$ cat config.mk
export PLATFORM = sky130hd
export DESIGN_NAME = jtframe_mix4
export DESIGN_NICKNAME = d
export VERILOG_FILES = /design/src/rtl/jtframe_mix4.sv
export SDC_FILE = /design/constraint.sdc
export NUM_CORES = 2
export LEC_CHECK = 0
export CAP_MARGIN = 25
export CORE_MARGIN = 1.5
export CORE_UTILIZATION = 50
export CTS_BUF_LIST = sky130_fd_sc_hd__clkbuf_8
export CTS_CLUSTER_DIAMETER = 80
export DETAILED_ROUTE_END_ITERATION = 7
export PLACE_DENSITY = 0.78
export SYNTH_ARGS = -nofsm -noshare
export SYNTH_HDL_FRONTEND = slang
export SYNTH_SLANG_ARGS = --single-unit
$ cat constraint.sdc
create_clock -name clk -period 6.5 [get_ports clk]
set_clock_uncertainty 0.15 [all_clocks]
set_input_delay 0.65 -clock clk [delete_from_list [all_inputs] [get_ports clk]]
set_output_delay 0.65 -clock clk [all_outputs]
set_load 0.05 [all_outputs]
$ cat src/rtl/jtframe_mix4.sv
// Four-channel signed audio mixer: per-channel 4.4 gain, 16-bit saturated sum, clip flag.
// Two cen-qualified pipeline stages: gain multiply, then sum/scale/saturate.
module jtframe_mix4 #(
    parameter int unsigned W0 = 16,
    parameter int unsigned W1 = 16,
    parameter int unsigned W2 = 16,
    parameter int unsigned W3 = 16
) (
    input  logic                 clk,
    input  logic                 rst_n,
    input  logic                 cen,
    input  logic signed [W0-1:0] ch0,
    input  logic signed [W1-1:0] ch1,
    input  logic signed [W2-1:0] ch2,
    input  logic signed [W3-1:0] ch3,
    input  logic        [7:0]    gain0,
    input  logic        [7:0]    gain1,
    input  logic        [7:0]    gain2,
    input  logic        [7:0]    gain3,
    output logic signed [15:0]   mixed,
    output logic                 peak
);

    logic signed [15:0] aligned [4];
    logic        [7:0]  gain    [4];
    logic signed [24:0] prod_d  [4];
    logic signed [24:0] prod_q  [4];
    logic signed [26:0] sum;
    logic signed [26:0] scaled;
    logic signed [15:0] mixed_d, mixed_q;
    logic               peak_d, peak_q;

    // Left-justify each channel so full scale of any width becomes 16-bit full scale.
    always_comb begin
        aligned[0] = $signed(16'(ch0)) <<< (16 - W0);
        aligned[1] = $signed(16'(ch1)) <<< (16 - W1);
        aligned[2] = $signed(16'(ch2)) <<< (16 - W2);
        aligned[3] = $signed(16'(ch3)) <<< (16 - W3);
        gain[0]    = gain0;
        gain[1]    = gain1;
        gain[2]    = gain2;
        gain[3]    = gain3;
    end

    always_comb begin
        for (int i = 0; i < 4; i++) begin
            prod_d[i] = 25'(aligned[i]) * 25'($signed({1'b0, gain[i]}));
        end
    end

    always_comb begin
        sum     = 27'(prod_q[0]) + 27'(prod_q[1]) + 27'(prod_q[2]) + 27'(prod_q[3]);
        scaled  = sum >>> 4;
        mixed_d = scaled[15:0];
        peak_d  = 1'b0;
        if (scaled > 27'sd32767) begin
            mixed_d = 16'h7FFF;
            peak_d  = 1'b1;
        end else if (scaled < -27'sd32768) begin
            mixed_d = 16'h8000;
            peak_d  = 1'b1;
        end
    end

    always_ff @(posedge clk or negedge rst_n) begin
        if (!rst_n) begin
            for (int i = 0; i < 4; i++) begin
                prod_q[i] <= '0;
            end
            mixed_q <= '0;
            peak_q  <= 1'b0;
        end else if (cen) begin
            for (int i = 0; i < 4; i++) begin
                prod_q[i] <= prod_d[i];
            end
            mixed_q <= mixed_d;
            peak_q  <= peak_d;
        end
    end

    assign mixed = mixed_q;
    assign peak  = peak_q;

endmodule

==> impl_metrics.csv <==
group,metric,value,unit
timing,worstMarginPinSlew,0.891,ns
cts,post-cts-setup-buffers,0,
final_layout,layout-drive-gt1-share,0.0392,
worst_setup_path,worst-setup-path-type,"in -> reg",
cts,tritoncts,"built",
global_routing,first_pass_grt_wire_length,93.2,mm
route,postRouteWirelength,54.3,mm
timing,setup_slack,0.424,ns
logic_synthesis,synth.yosys.warnings,0,
worst_setup_path,worstPathRequired,6.66,ns
placed_design,place.detailed.hpwl,46.1,mm
worst_setup_path,endpoint_kind,"register",
timing,max_slew_margin,0.406,
logic_synthesis,synth.ff_latch_count,117,
global_routing,initial_antenna_violation_count,0,
die,die_w,226,um
final_layout,leading_cell_types_in_the_layout_fill_and_taps_excluded,"693 x sky130_fd_sc_hd__inv_1, 458 x sky130_fd_sc_hd__fa_1, 334 x sky130_fd_sc_hd__and2_1, 264 x sky130_fd_sc_hd__nand2_1, 224 x sky130_fd_sc_hd__ha_1",
worst_hold_path,min_path_type,"reg -> reg",
logic_synthesis,synth_top_flop_cell,"sky130_fd_sc_hd__dfrtp_1",
run,drv.max_cap_violation_count,0,
route,via_count,18400,
timing,setup_viol_count_final,0,
die,pin_count,116,
final_layout,num_antenna_cells,0,
logic_synthesis,seq_area_frac_synth,0.118,
worst_setup_path,cp-start-kind,"input port",
cts,clk_transition_reported_paths,0.07,ns
timing,final.period_utilization,0.935,
placed_design,numPortBuffers,115,
worst_setup_path,worstPathCellList,"clkdlybuf4s50_1 > buf_4 > and2_1 > fa_1 > ha_1 > ha_1 > inv_1 > fa_1 > inv_1 > ha_1 > inv_1 > fa_1 > nor2b_1 > o21ai_0 > a21boi_0 > o31ai_1 > a31oi_1 > a311oi_1 > buf_4 > o31ai_1 > a21oi_1 > xor2_1 > mux2i_1",
logic_synthesis,yosysUniqueCellTypes,65,
global_routing,grt_use_total,0.226,
final_layout,layout_commonest_cell,"sky130_fd_sc_hd__inv_1",
run_status,status,"complete, no violations",
logic_synthesis,synth_top_cell_area_share,0.369,
global_routing,first_global_vias,19900,
logic_synthesis,synth_edf_count,0,
timing,hold_viol_final,0,
placed_design,finalWeightedCongestion,0.895,
timing,max_freq,165,MHz
cts,clk_latency,0.47,ns
die,initial_utilization,0.507,
logic_synthesis,synth_nets,3539,
cts,numCtsBuffers,17,
timing,final-max-slew-violation-count,0,
timing,rsz0062_at_grt,"false",
logic_synthesis,netlist_instances,2758,
cts,ctsHtreeMaxLevel,4,
die,core_area,0.0491,mm2
global_routing,grt_max_degree,121,
cts,max_root_sink_buffers,2,
route,drt-initial-drc-count,1045,
logic_synthesis,netlist_area,0.0249,mm2
route,drt_pass1_iterations,5,
cts,clk_root_buffer_cell,"sky130_fd_sc_hd__clkbuf_8",
route,route.detailed.vias_per_inst,5.17,
logic_synthesis,synth_top_cells_by_area,"sky130_fd_sc_hd__fa_1 37%, sky130_fd_sc_hd__dfrtp_1 12%, sky130_fd_sc_hd__ha_1 11%",
route,remaining_drc_errors,0,
final_layout,final_nets,3674,
final_layout,flow.area_growth_from_synthesis,10.6,%
route,routedWlPerCell,15.2,um
timing,final_period_minus_worst_setup_slack,6.08,ns
worst_setup_path,critical_path_peak_fanout,9,
die,die_y,226,um
die,rows,81,
logic_synthesis,synthesis.area_per_instance,9.02,um2
worst_setup_path,critPathSlowestCell,"sky130_fd_sc_hd__clkdlybuf4s50_1",
global_routing,globalRoute.totalOverflow,0,
placed_design,pre_cts_ws,-0.0127,ns
worst_setup_path,slowest_delay,0.61,ns
die,die_outline_area,0.0511,mm2
logic_synthesis,fraction_of_registers_with_async_set_reset,1.00,
route,antenna_left,0,
worst_setup_path,worstPathArrival,6.24,ns
cts,cts_num_sinks,117,
logic_synthesis,yosys.area.top_type,"sky130_fd_sc_hd__fa_1",
==> layer usage <==
metal	track usage	up-vias	wire length, um	share of wire
met5	0	-	0	0
met4	0.0697	0	1420	0.026
met3	0.0294	100	2410	0.044
met2	0.405	460	27700	0.51
met1	0.281	9261	22800	0.42
li1	-	8627	-	-
==> cells by family after synthesis <==
| logic type | after synthesis | synth area share |
|---|---|---|
| adder cells (fa/ha/maj) | 682 | 0.481 |
| AND/OR/NAND/NOR | 771 | 0.161 |
| XOR/XNOR | 95 | 0.0335 |
| multiplexers | 25 | 0.0104 |
| buffers and inverters | 753 | 0.114 |
| AO/OA/AOI/OAI | 315 | 0.0818 |
| flip-flops | 117 | 0.118 |
==> worst max-delay path, delay by kind of cell <==
| kind | cells | cell delay, ns |
|---|---|---|
| AO/OA/AOI/OAI | 7 | 1.57 |
| XOR/XNOR | 1 | 0.25 |
| adder cells (fa/ha/maj) | 6 | 2.10 |
| buffers and inverters | 6 | 1.25 |
| multiplexers | 1 | 0.12 |
| AND/OR/NAND/NOR | 2 | 0.29 |
==> synthesized netlist by cell type (3+ instances only) <==
cell type                  count
sky130_fd_sc_hd__o311ai_0      3
sky130_fd_sc_hd__nor3_1       17
sky130_fd_sc_hd__a221o_1       3
sky130_fd_sc_hd__nor2b_1      20
sky130_fd_sc_hd__buf_1         5
sky130_fd_sc_hd__o21a_1       16
sky130_fd_sc_hd__fa_1        458
sky130_fd_sc_hd__mux2_2        6
sky130_fd_sc_hd__dfrtp_1     117
sky130_fd_sc_hd__or3_1        15
sky130_fd_sc_hd__a21boi_0      3
sky130_fd_sc_hd__o22ai_1       4
sky130_fd_sc_hd__clkbuf_1     54
sky130_fd_sc_hd__nand2b_1     15
sky130_fd_sc_hd__o31ai_1       6
sky130_fd_sc_hd__inv_1       693
sky130_fd_sc_hd__and3_1       11
sky130_fd_sc_hd__or4_1         4
sky130_fd_sc_hd__a31o_2        3
sky130_fd_sc_hd__and2_1      334
sky130_fd_sc_hd__a311o_1      13
sky130_fd_sc_hd__ha_1        224
sky130_fd_sc_hd__mux2i_1      19
sky130_fd_sc_hd__a21oi_1      70
sky130_fd_sc_hd__nor2_1       52
sky130_fd_sc_hd__xnor2_1      70
sky130_fd_sc_hd__xor2_1       25
sky130_fd_sc_hd__o211ai_1      8
sky130_fd_sc_hd__a31oi_1      10
sky130_fd_sc_hd__a211oi_1     12
sky130_fd_sc_hd__a21o_1       29
sky130_fd_sc_hd__o21ai_0     110
sky130_fd_sc_hd__nand2_1     264
sky130_fd_sc_hd__nand3_1      25
==> flip-flops by register name (all words and copies together), names as in the netlist <==
name,count
prod_q,100
peak,1
mixed,16
==> stage by stage <==
stage | TNS (ns) | hold slack, ns | utilization | cell area [um2] | cells
4_1_cts | 0 | 0.335 | 0.560 | 27500 | 3569
6_report | 0 | 0.338 | 0.561 | 27500 | 3570
5_1_grt | 0 | 0.352 | 0.561 | 27500 | 3570
3_5_place_dp | -0.0127 | 0.320 | 0.552 | 27100 | 3536
2_1_floorplan | 0 | 0.204 | - | 24900 | 2758
3_3_place_gp | 0 | 0.320 | 0.552 | 27100 | 3536
==> path summary, 6_finish.rpt <==
kind	start	end	slack (ns)	cells past startpoint
max in group asynchronous	rst_n	mixed[8]	4.51	4
setup reg to reg	prod_q[4]	mixed[4]	1.47	15
hold reg to reg	prod_q[44]	prod_q[44]	0.34	1
setup / recovery	gain2[0]	prod_q[47]	0.42	23
min in group asynchronous	rst_n	prod_q[64]	0.54	2
hold / removal	prod_q[44]	prod_q[44]	0.34	1
==> final cells by class <==
type	instances	area [um2]
sequential	117	2930
clock buffer	17	234
tap	664	831
multi-input combinational	1888	19100
fill	4300	21500
inverter	693	2600
timing repair buffer	176	1630
clock inverter	15	179
==> what timing repair did <==
action,in CTS,in global routing
gates resized for setup,0,1
setup endpoints to repair,0,1
hold buffers,1,0
hold endpoints to repair,31,0
Power is left out: the tool's default activity adds up to more than one toggle a clock period on the data nets, which glitch-free logic cannot reach.
